## config.mk

```make
export PLATFORM = sky130hd
export DESIGN_NAME = alu_issue_stage
export DESIGN_NICKNAME = d
export VERILOG_FILES = /design/src/rtl/alu_pkg.sv /design/src/rtl/alu_ctrl_decode.sv /design/src/rtl/alu_issue_stage.sv
export SDC_FILE = /design/constraint.sdc
export NUM_CORES = 1
export LEC_CHECK = 0
export ABC_CLOCK_PERIOD_IN_PS = 2500
export CAP_MARGIN = 20
export CORE_AREA = 2 2 99 101
export DETAILED_ROUTE_END_ITERATION = 6
export DIE_AREA = 0 0 101 103
export DONT_BUFFER_PORTS = 1
export PLACE_DENSITY = 0.66
export SLEW_MARGIN = 10
export SYNTH_ARGS = -nofsm -noshare
export SYNTH_HDL_FRONTEND = slang
export SYNTH_SLANG_ARGS = --single-unit
```

## constraint.sdc

```tcl
create_clock -name clk -period 2.5 [get_ports clk]
set_input_delay 0.375 -clock clk [delete_from_list [all_inputs] [get_ports clk]]
set_output_delay 0.375 -clock clk [all_outputs]
set_load 0.01 [all_outputs]
```

## src/rtl/alu_pkg.sv

```systemverilog
// Shared ALU control codes and RV32I opcode constants for the issue stage.
package alu_pkg;

    typedef enum logic [3:0] {
        ALU_ADD     = 4'b0000,
        ALU_SUB     = 4'b0001,
        ALU_SLT     = 4'b0010,
        ALU_SLTU    = 4'b0011,
        ALU_AND     = 4'b0100,
        ALU_OR      = 4'b0101,
        ALU_XOR     = 4'b0110,
        ALU_SLL     = 4'b0111,
        ALU_SRL     = 4'b1000,
        ALU_SRA     = 4'b1001,
        ALU_ILLEGAL = 4'b1111
    } alu_cntrl_e;

    localparam logic [6:0] OPC_OP     = 7'b0110011;
    localparam logic [6:0] OPC_OP_IMM = 7'b0010011;

    // True for the two opcodes this stage knows how to issue.
    function automatic logic is_alu_opcode(input logic [6:0] opc);
        return (opc == OPC_OP) || (opc == OPC_OP_IMM);
    endfunction

endpackage

```

## src/rtl/alu_ctrl_decode.sv

```systemverilog
// Combinational decode of RV32I OP / OP-IMM fields into an ALU control code.
module alu_ctrl_decode
    import alu_pkg::*;
(
    input  logic [6:0] opcode,
    input  logic [2:0] funct3,
    input  logic       funct7_5,
    output logic [3:0] cntrl,
    output logic       use_imm,
    output logic       illegal
);

    alu_cntrl_e code;
    logic       is_op;
    logic       bad;

    assign is_op   = (opcode == OPC_OP);
    assign use_imm = (opcode == OPC_OP_IMM);

    // Map funct3/funct7_5 to an operation, flagging encodings the ALU cannot do.
    always_comb begin
        code = ALU_ILLEGAL;
        bad  = 1'b0;
        if (!is_alu_opcode(opcode)) begin
            bad = 1'b1;
        end else begin
            // Only SUB and SRA use funct7_5 in OP; in OP-IMM only SLLI forbids it
            // (ADDI's bit 30 is just part of the immediate).
            if (is_op && funct7_5 && (funct3 != 3'b000) && (funct3 != 3'b101)) begin
                bad = 1'b1;
            end
            if (!is_op && funct7_5 && (funct3 == 3'b001)) begin
                bad = 1'b1;
            end
            case (funct3)
                3'b000:  code = (is_op && funct7_5) ? ALU_SUB : ALU_ADD;
                3'b001:  code = ALU_SLL;
                3'b010:  code = ALU_SLT;
                3'b011:  code = ALU_SLTU;
                3'b100:  code = ALU_XOR;
                3'b101:  code = funct7_5 ? ALU_SRA : ALU_SRL;
                3'b110:  code = ALU_OR;
                default: code = ALU_AND;
            endcase
        end
    end

    assign illegal = bad;
    assign cntrl   = bad ? ALU_ILLEGAL : code;

endmodule

```

## src/rtl/alu_issue_stage.sv

```systemverilog
// Two-stage elastic pipeline: stage 1 drives the external ALU, stage 2 captures its result.
module alu_issue_stage
    import alu_pkg::*;
#(
    parameter int XLEN       = 32,
    parameter int REG_ADDR_W = 5
) (
    input  logic                  clk,
    input  logic                  rst_n,
    input  logic                  in_valid,
    output logic                  in_ready,
    input  logic [6:0]            opcode,
    input  logic [2:0]            funct3,
    input  logic                  funct7_5,
    input  logic [XLEN-1:0]       rs1_val,
    input  logic [XLEN-1:0]       rs2_val,
    input  logic [XLEN-1:0]       imm,
    input  logic [REG_ADDR_W-1:0] rd,
    output logic [XLEN-1:0]       alu_a,
    output logic [XLEN-1:0]       alu_b,
    output logic [3:0]            alu_cntrl,
    input  logic [XLEN-1:0]       alu_result,
    output logic                  out_valid,
    input  logic                  out_ready,
    output logic [XLEN-1:0]       out_result,
    output logic [REG_ADDR_W-1:0] out_rd,
    output logic                  out_illegal
);

    logic [3:0]            dec_cntrl;
    logic                  dec_use_imm;
    logic                  dec_illegal;

    logic                  s1_valid_reg;
    logic [XLEN-1:0]       a_reg;
    logic [XLEN-1:0]       b_reg;
    logic [3:0]            cntrl_reg;
    logic [REG_ADDR_W-1:0] s1_rd_reg;
    logic                  s1_illegal_reg;

    logic                  s2_valid_reg;
    logic [XLEN-1:0]       result_reg;
    logic [REG_ADDR_W-1:0] out_rd_reg;
    logic                  out_illegal_reg;

    logic                  s1_load;
    logic                  s1_adv;
    logic                  s2_adv;

    alu_ctrl_decode u_decode (
        .opcode   (opcode),
        .funct3   (funct3),
        .funct7_5 (funct7_5),
        .cntrl    (dec_cntrl),
        .use_imm  (dec_use_imm),
        .illegal  (dec_illegal)
    );

    // Stage 2 frees up when empty or draining; stage 1 moves only into a free stage 2.
    // in_ready follows out_ready combinationally since there is no skid buffer.
    assign s2_adv   = !s2_valid_reg || out_ready;
    assign s1_adv   = s1_valid_reg && s2_adv;
    assign in_ready = !s1_valid_reg || s2_adv;
    assign s1_load  = in_valid && in_ready;

    // Stage 1: operand/control registers that feed the combinational ALU.
    always_ff @(posedge clk or negedge rst_n) begin
        if (!rst_n) begin
            s1_valid_reg   <= 1'b0;
            a_reg          <= '0;
            b_reg          <= '0;
            cntrl_reg      <= ALU_ILLEGAL;
            s1_rd_reg      <= '0;
            s1_illegal_reg <= 1'b0;
        end else begin
            if (s1_load) begin
                s1_valid_reg   <= 1'b1;
                a_reg          <= rs1_val;
                b_reg          <= dec_use_imm ? imm : rs2_val;
                cntrl_reg      <= dec_cntrl;
                s1_rd_reg      <= rd;
                s1_illegal_reg <= dec_illegal;
            end else if (s1_adv) begin
                s1_valid_reg   <= 1'b0;
            end
        end
    end

    // Stage 2: capture the ALU result with its tag, held until writeback accepts.
    always_ff @(posedge clk or negedge rst_n) begin
        if (!rst_n) begin
            s2_valid_reg    <= 1'b0;
            result_reg      <= '0;
            out_rd_reg      <= '0;
            out_illegal_reg <= 1'b0;
        end else if (s2_adv) begin
            s2_valid_reg <= s1_valid_reg;
            if (s1_valid_reg) begin
                result_reg      <= s1_illegal_reg ? '0 : alu_result;
                out_rd_reg      <= s1_rd_reg;
                out_illegal_reg <= s1_illegal_reg;
            end
        end
    end

    assign alu_a       = a_reg;
    assign alu_b       = b_reg;
    assign alu_cntrl   = cntrl_reg;
    assign out_valid   = s2_valid_reg;
    assign out_result  = result_reg;
    assign out_rd      = out_rd_reg;
    assign out_illegal = out_illegal_reg;

endmodule

```

==> results of run 1 <==
kinds of logic (layout without fill, tap and decap cells):
family	Yosys count	in the layout	share of synthesized area
AO/OA/AOI/OAI	72	72	0.0837
XOR/XNOR	2	2	0.00366
buffers and inverters	26	87	0.0262
flip-flops	114	114	0.598
multiplexers	75	75	0.168
AND/OR/NAND/NOR	118	118	0.121
power breakdown:
part	switching (mW)	internal (mW)
Sequential	0.229	2.04
Combinational	0.166	0.218
Clock	0.828	1.74
Total	1.22	4.00
cells in the mapped netlist, drive strengths merged:
master,number,area share
a41oi,2,0.0037
o21ai,32,0.033
dfstp,4,0.022
nor3b,1,0.0016
buf,10,0.014
mux2i,32,0.067
or3b,1,0.0018
o211ai,1,0.0016
inv,1,0.00078
dfrtp,110,0.58
nand3,1,0.0010
nor3,1,0.0034
nand2b,35,0.046
nor2,38,0.030
xnor2,2,0.0037
a21oi,34,0.041
a31oi,3,0.0039
mux2,43,0.10
nand2,35,0.027
nand3b,1,0.0016
nor2b,3,0.0039
clkbuf,15,0.012
and2,1,0.0013
or4b,1,0.0029
per-layer routing:
| metal | part of all wire | GRT usage | wire, microns |
|---|---|---|---|
| met1 | 0.36 | 0.223 | 3930 |
| met2 | 0.52 | 0.346 | 5720 |
| met3 | 0.11 | 0.109 | 1190 |
| met4 | 0.0086 | 0.0894 | 94 |
| met5 | 0 | 0 | 0 |
worst max-delay path by stage:
| stage | start | endpoint | slack, ns | cells past startpoint |
|---|---|---|---|---|
| CTS | out_valid | alu_a[20] | 0.63 | 4 |
| detailed placement | opcode[6] | alu_b[3] | 0.55 | 5 |
| global placement | opcode[6] | alu_cntrl[0] | 0.59 | 3 |
| finish | out_valid | alu_a[29] | 0.64 | 4 |
| global route | out_valid | alu_cntrl[3] | 0.55 | 5 |
| floorplan | opcode[6] | alu_b[1] | 0.71 | 5 |
final cells by class:
| class | count | area [sq um] | area share |
|---|---|---|---|
| Sequential cell | 114 | 2860 | 0.478 |
| Tap cell | 114 | 143 | 0.0238 |
| Timing Repair Buffer | 54 | 538 | 0.0899 |
| Inverter | 1 | 3.75 | 0.000627 |
| Multi-Input combinational cell | 267 | 1800 | 0.301 |
| Clock buffer | 18 | 428 | 0.0715 |
| Clock inverter | 14 | 210 | 0.0351 |
stage by stage:
stage	cells	instance area [sq um]	setup WS (ns)
final	582	5980	0.639
after global routing	582	5980	0.547
after CTS	578	5940	0.626
after detailed placement	502	4870	0.547
after global placement	502	4870	0.586
after floorplan	407	4780	0.712
cells in the final DEF, fill, tap and decap left out, types with 2 or more instances in the layout:
cell | netlist | routed
dfrtp_1 | 110 | 110
dlygate4sd3_1 | 0 | 48
mux2_2 | 43 | 43
nor2_1 | 38 | 38
nand2b_1 | 35 | 35
nand2_1 | 35 | 34
mux2i_1 | 32 | 32
o21ai_0 | 32 | 32
a21oi_1 | 27 | 27
clkbuf_16 | 0 | 16
a21oi_2 | 7 | 7
bufinv_16 | 0 | 5
buf_4 | 0 | 5
dfstp_2 | 4 | 4
clkinv_2 | 0 | 4
nor2b_1 | 3 | 3
a31oi_1 | 3 | 3
clkinvlp_4 | 0 | 3
xnor2_1 | 2 | 2
a41oi_1 | 2 | 2
clkbuf_8 | 0 | 2
timing repair:
action                    CTS  global route
buffers inserted            0             0
hold buffers               44             4
hold endpoints to repair  158           118
==> flow_summary_export.csv, run 1 <==
group,metric,value,unit
drt,wl_per_cell,18.8,microns
layout,fillerInstances,709,
cts,cts_made_buffers,17,
floorplanning,io_pins,256,
global_route,grt_first_pass_wirelength,16100,microns
cts,cts_resized,0,
floorplanning,start_util,0.506,
hold_path,hold_path_class,"primary input to async pin",
drt,drt_pass1_iterations,4,
layout,fin_nets,603,
global_route,track_usage,0.208,
floorplanning,fp-row-count,36,
pwr,p_leak,2.41,nW
floorplanning,die_y,103,microns
global_route,grt_max_degree,115,
cts,htreeDepth,4,
worst_setup_path,critPathTopFamily,"simple AND/OR/NAND/NOR gates",
drt,vias,3154,
worst_setup_path,cp_num_buf_inv,1,
floorplanning,dieArea,10400,sq um
worst_setup_path,worstPathRequired,2.89,ns
outcome,violations,"hold timing",
worst_setup_path,crit_path_top_delay_cell,"and2_4",
layout,drive_above_1_share,0.207,
placed_design,hpwl,7280,microns
logic_synthesis,syn-instance-count,407,
logic_synthesis,syn_nets,555,
worst_setup_path,critPathCaptureType,"flip-flop",
floorplanning,chipWidth,101,microns
layout,antenna-diode-count,0,
logic_synthesis,avgSynthCellArea,11.7,sq um
drt,drt_iter0_drc,74,
worst_setup_path,r2r_start,"out_valid",
drt,routed_wirelength,10900,microns
timing,whs,-0.439,ns
global_route,overflow,0,
cts,clock_sinks,114,
timing,post-route-period-util,0.744,
worst_setup_path,start_kind,"flip-flop",
logic_synthesis,synthesis.area,4780,sq um
global_route,first_global_vias,3136,
logic_synthesis,ys_types,27,
pwr,ir_drop,489,uV
cts,cts_tree,"built",
outcome,status,"finished with violations",
placed_design,gp_congestion,0.732,
timing,finalClockSkew,0.00828,ns
pwr,power.total,5.22,mW
worst_setup_path,crit_fanout,31,
worst_setup_path,rr_endpoint,"alu_a[29]",
worst_setup_path,arrival,2.25,ns
floorplanning,core-area,9460,sq um
timing,rsz0062_at_grt,"false",
drt,ant_nets,0,
worst_setup_path,r2r_cells,4,
worst_setup_path,crit_chain,"nand3b_1, and2_4, buf_4, mux2_2",
cts,cts_buffer_depth,2,
drt,via_per_inst,5.42,
cts,clk_latency,0.51,ns
timing,maxClockFrequency,537,MHz
run,maxCapViolCount,0,
cts,clkSlewWorstSetupHoldPaths,0.06,ns
timing,worst_slew_pin_slew,0.825,ns
worst_setup_path,slowest_delay,0.46,ns
timing,tns,0,ns
pwr,powerDensity,872,nW/um^2
placed_design,port_buffers,0,
logic_synthesis,yosysWarnings,0,
layout,utilization,0.633,
timing,setup_viol,0,
cts,cts_root_buffer,"clkbuf_8",
timing,slew_viol_final,0,
logic_synthesis,synth-seq-cells,114,
worst_setup_path,critical_path_class,"flip-flop to flip-flop",
timing,period_needed,1.86,ns
logic_synthesis,seq_area_frac_synth,0.598,
worst_setup_path,ff2ff_setup_slack,0.64,ns
drt,drc,0,
global_route,antenna_found_initial,0,
timing,slew_headroom,0.450,
timing,hold_viol_final,114,
layout,area_delta_synth_final,25.1,%
Note: power is estimated with default switching activity, not from simulation.
==> inputs of run 2 (changes only) <==
ABC_CLOCK_PERIOD_IN_PS = 1920   (was 2500)
clock period = 1.92 ns   (was 2.5 ns; I/O delays follow)
==> run 2 against run 1 <==
Net effect: the flow now stops in 4_1_cts; synthesized area unchanged; synthesized cell count unchanged.
==> flow_summary_export.csv, run 2 <==
group,metric,value,unit
logic_synthesis,synth_top_area_share,0.576,
outcome,stop_stage,"4_1_cts",
outcome,error_line,"[ERROR RSZ-0060] Max buffer count reached.",
cts,clock_sinks,114,
logic_synthesis,netlist_top_cells_area,"dfrtp_1 (58%), mux2_2 (10%), mux2i_1 (6.7%)",
logic_synthesis,ys_types,27,
cts,cts_setup_buffers,0,
floorplanning,die_y,103,microns
cts,cts_made_buffers,17,
placed_design,gp_congestion,0.772,
logic_synthesis,synth-seq-cells,114,
logic_synthesis,syn-instance-count,407,
cts,cts_resized,0,
logic_synthesis,synth_edf_count,0,
cts,cts_root_buffer,"clkbuf_8",
logic_synthesis,synth_common_cells,"dfrtp_1 (110), mux2_2 (43), nor2_1 (38), nand2_1 (35), nand2b_1 (35)",
floorplanning,start_util,0.506,
logic_synthesis,ys_dominant_reg_cell,"dfrtp_1",
logic_synthesis,seq_area_frac_synth,0.598,
logic_synthesis,syn_nets,555,
floorplanning,io_pins,256,
logic_synthesis,yosys.area.top_type,"dfrtp_1",
placed_design,hpwl,7480,microns
floorplanning,chipWidth,101,microns
placed_design,dpl.cell_count,505,
outcome,status,"did not finish",
logic_synthesis,avgSynthCellArea,11.7,sq um
floorplanning,fp-row-count,36,
logic_synthesis,yosysWarnings,0,
logic_synthesis,async_flop_share,1.00,
cts,htreeDepth,4,
logic_synthesis,synthesis.area,4780,sq um
cts,holdBufCountCts,109,
placed_design,port_buffers,0,
logic_synthesis,synthMostInstantiatedCell,"dfrtp_1",
cts,cts_buffer_depth,2,
-- run 2: cell counts after synthesis --
No cell type changed its count.
-- run 2: cells by family after synthesis --
family          count (synthesis)  share of synthesized area
simple gates                  118                      0.121
flops                         114                      0.598
mux                            75                      0.168
compound gates                 72                     0.0837
buf+inv                        26                     0.0262
xor+xnor                        2                    0.00366
-- run 2: per-stage QoR --
stage	area, sq um	util	worst slack (ns)
after detailed placement	4910	0.519	0.118
after global placement	4910	0.519	0.177
after floorplan	4780	-	0.219
==> inputs of run 3 (changes only) <==
CORE_AREA = not set   (was 2 2 99 101)
CORE_MARGIN = 2   (was not set)
CORE_UTILIZATION = 40   (was not set)
DIE_AREA = not set   (was 0 0 101 103)
PLACE_DENSITY = not set   (was 0.66)
PLACE_DENSITY_LB_ADDON = 0.15   (was not set)
==> run 3 against run 2 <==
Net effect: the flow now finishes, with violations (hold timing).
==> flow_summary_export.csv, run 3 (synthesized netlist as in run 1, its figures left out) <==
group,metric,value,unit
outcome,status,"finished with violations",
outcome,violations,"hold timing",
cts,htreeDepth,4,
cts,cts_root_buffer,"clkbuf_16",
global_route,grt_first_pass_wirelength,16400,microns
worst_setup_path,cp.depth,6,
drt,drt_pass1_iterations,4,
global_route,antenna_found_initial,0,
floorplanning,fp-row-count,39,
cts,clock_sinks,114,
placed_design,dpl_cell_area,4950,sq um
worst_setup_path,r2r_start,"out_valid",
drt,drc,0,
worst_setup_path,critical_path_class,"flip-flop to flip-flop",
worst_setup_path,critPathCaptureType,"flip-flop",
timing,worst_slew_pin_slew,0.794,ns
drt,via_per_inst,5.22,
drt,vias,2962,
layout,fin_area,5610,sq um
cts,holdBufCountCts,1,
layout,final_common_cell,"dfrtp_1",
cts,cts_made_buffers,17,
worst_setup_path,ff2ff_setup_slack,0.30,ns
worst_setup_path,slowest_delay,0.44,ns
timing,maxClockFrequency,616,MHz
timing,slew_headroom,0.471,
drt,routed_wirelength,10700,microns
cts,cts_setup_buffers,0,
floorplanning,die_y,113,microns
cts,cts_buffer_depth,2,
timing,hold_viol_final,114,
timing,setup_viol,0,
global_route,grt_max_degree,115,
pwr,power.total,6.81,mW
floorplanning,io_pins,256,
drt,drt_iter0_drc,181,
worst_setup_path,start_kind,"flip-flop",
worst_setup_path,arrival,1.95,ns
worst_setup_path,cp_num_buf_inv,2,
floorplanning,core-area,11600,sq um
run,maxCapViolCount,0,
placed_design,pre_cts_slack,0.163,ns
worst_setup_path,rr_endpoint,"alu_b[2]",
pwr,ir_drop,524,uV
cts,cts_tree,"built",
cts,clk_latency,0.41,ns
layout,antenna-diode-count,0,
cts,clkSlewWorstSetupHoldPaths,0.05,ns
hold_path,hold_path_class,"primary input to async pin",
pwr,p_leak,2.23,nW
timing,tns,0,ns
layout,area_delta_synth_final,17.3,%
layout,final_cell_mix,"dfrtp_1 (110), mux2_2 (43), nor2_1 (38), nand2b_1 (35), nand2_1 (34)",
timing,slew_viol_final,0,
global_route,track_usage,0.169,
worst_setup_path,crit_fanout,58,
floorplanning,chipWidth,113,microns
timing,finalClockSkew,0.00444,ns
worst_setup_path,crit_chain,"nand3b_1, and2_4, buf_12, buf_4, nor2_1, a21oi_1",
timing,fin_ws,0.298,ns
worst_setup_path,crit_path_top_delay_cell,"dfrtp_1",
worst_setup_path,critPathTopFamily,"buffers and inverters",
drt,wl_per_cell,18.8,microns
global_route,overflow,0,
placed_design,port_buffers,0,
placed_design,gp_congestion,0.753,
cts,cts_resized,0,
layout,fin_nets,559,
placed_design,hpwl,7500,microns
timing,rsz0062_at_grt,"false",
timing,whs,-0.422,ns
pwr,powerDensity,1210,nW/um^2
floorplanning,start_util,0.414,
worst_setup_path,r2r_cells,6,
timing,post-route-period-util,0.845,
floorplanning,dieArea,12800,sq um
timing,period_needed,1.62,ns
worst_setup_path,worstPathRequired,2.25,ns
drt,ant_nets,0,
layout,drive_above_1_share,0.233,
global_route,first_global_vias,3127,
==> run 3: metrics by stage <==
stage                     utilization  instances
after floorplan                     -        407
after global placement          0.428        534
after detailed placement        0.428        534
after CTS                       0.485        567
after global routing            0.485        567
final                           0.485        567
==> run 3: how the worst max path moves through the flow <==
stage,startpoint,to,slack (ns)
finish,out_valid,alu_b[2],0.30
global route,out_valid,alu_b[31],0.18
CTS,out_valid,alu_b[2],0.31
detailed placement,opcode[6],alu_b[8],0.16
global placement,opcode[6],alu_b[6],0.21
floorplan,opcode[6],alu_b[1],0.22
==> run 3: cell type report <==
class | instances | area [sq um]
inverters | 1 | 3.75
flip-flops and latches | 114 | 2860
well taps | 143 | 179
multi-input cells | 267 | 1800
repair buffers | 10 | 115
clock inverters | 13 | 208
clock buffers | 19 | 443
fillers | 1058 | 5950
==> run 3: layer usage <==
layer | track usage | up-vias | share of wire
li1 | - | 1396 | -
met1 | 0.190 | 1404 | 0.38
met2 | 0.272 | 144 | 0.51
met3 | 0.0734 | 18 | 0.092
met4 | 0.0894 | 0 | 0.020
met5 | 0 | - | 0
==> run 3: where the power goes <==
part           switching [mW]  internal, mW
logic                   0.200         0.233
clock network            1.09          2.33
registers               0.295          2.65
total                    1.59          5.22
==> inputs of run 4 (changes only) <==
ABC_CLOCK_PERIOD_IN_PS = 1300   (was 1920)
clock period = 1.3 ns   (was 1.92 ns; I/O delays follow)
==> run 4 against run 3 <==
Net effect: the flow now stops in 4_1_cts; synthesized area is the same; synthesized cell count unchanged.
==> flow_summary_export.csv, run 4 <==
group,metric,value,unit
logic_synthesis,synth_common_cells,"dfrtp_1 (110), mux2_2 (43), nor2_1 (38), nand2_1 (35), nand2b_1 (35)",
logic_synthesis,syn-instance-count,407,
placed_design,hpwl,7750,microns
logic_synthesis,yosysWarnings,0,
floorplanning,fp-row-count,39,
logic_synthesis,synthesis.area,4780,sq um
placed_design,dpl.cell_count,543,
cts,htreeDepth,4,
floorplanning,io_pins,256,
logic_synthesis,synth-seq-cells,114,
logic_synthesis,ys_types,27,
cts,cts_root_buffer,"clkbuf_16",
outcome,error_line,"[ERROR RSZ-0060] Max buffer count reached.",
floorplanning,start_util,0.414,
logic_synthesis,syn_nets,555,
placed_design,port_buffers,0,
logic_synthesis,seq_area_frac_synth,0.598,
logic_synthesis,synth_top_family_by_area,"multiplexers",
logic_synthesis,netlist_top_cells_area,"dfrtp_1 (58%), mux2_2 (10%), mux2i_1 (6.7%)",
logic_synthesis,avgSynthCellArea,11.7,sq um
logic_synthesis,synth_edf_count,0,
logic_synthesis,yosys.area_share.simple,0.121,
placed_design,dpl_cell_area,5170,sq um
logic_synthesis,synthMuxAreaShare,0.168,
logic_synthesis,yosys.area.top_type,"dfrtp_1",
logic_synthesis,synth_top_area_share,0.576,
cts,cts_resized,2,
placed_design,gp_congestion,0.734,
cts,cts_buffer_depth,2,
cts,cts_setup_buffers,1,
logic_synthesis,synth_adder_area_share,0,
outcome,stop_stage,"4_1_cts",
floorplanning,chipWidth,113,microns
logic_synthesis,synth_compound_area_frac,0.0837,
logic_synthesis,synth_xor_area_frac,0.00366,
cts,holdBufCountCts,116,
floorplanning,die_y,113,microns
logic_synthesis,ys_dominant_reg_cell,"dfrtp_1",
cts,clock_sinks,114,
outcome,status,"did not finish",
cts,cts_made_buffers,17,
logic_synthesis,async_flop_share,1.00,
logic_synthesis,synthMostInstantiatedCell,"dfrtp_1",
run 4: cell counts after synthesis:
Identical to the previous run, type by type.
run 4: per-stage QoR:
stage                      util  setup WS, ns  setup TNS [ns]
after detailed placement  0.447        -0.325           -9.56
after global placement    0.447        -0.298           -8.46
after floorplan               -        -0.308          -13.07
run 4: cell families after synthesis:
| group | Yosys count |
|---|---|
| compound gates | 72 |
| xor+xnor | 2 |
| buf+inv | 26 |
| flops | 114 |
| mux | 75 |
| simple gates | 118 |
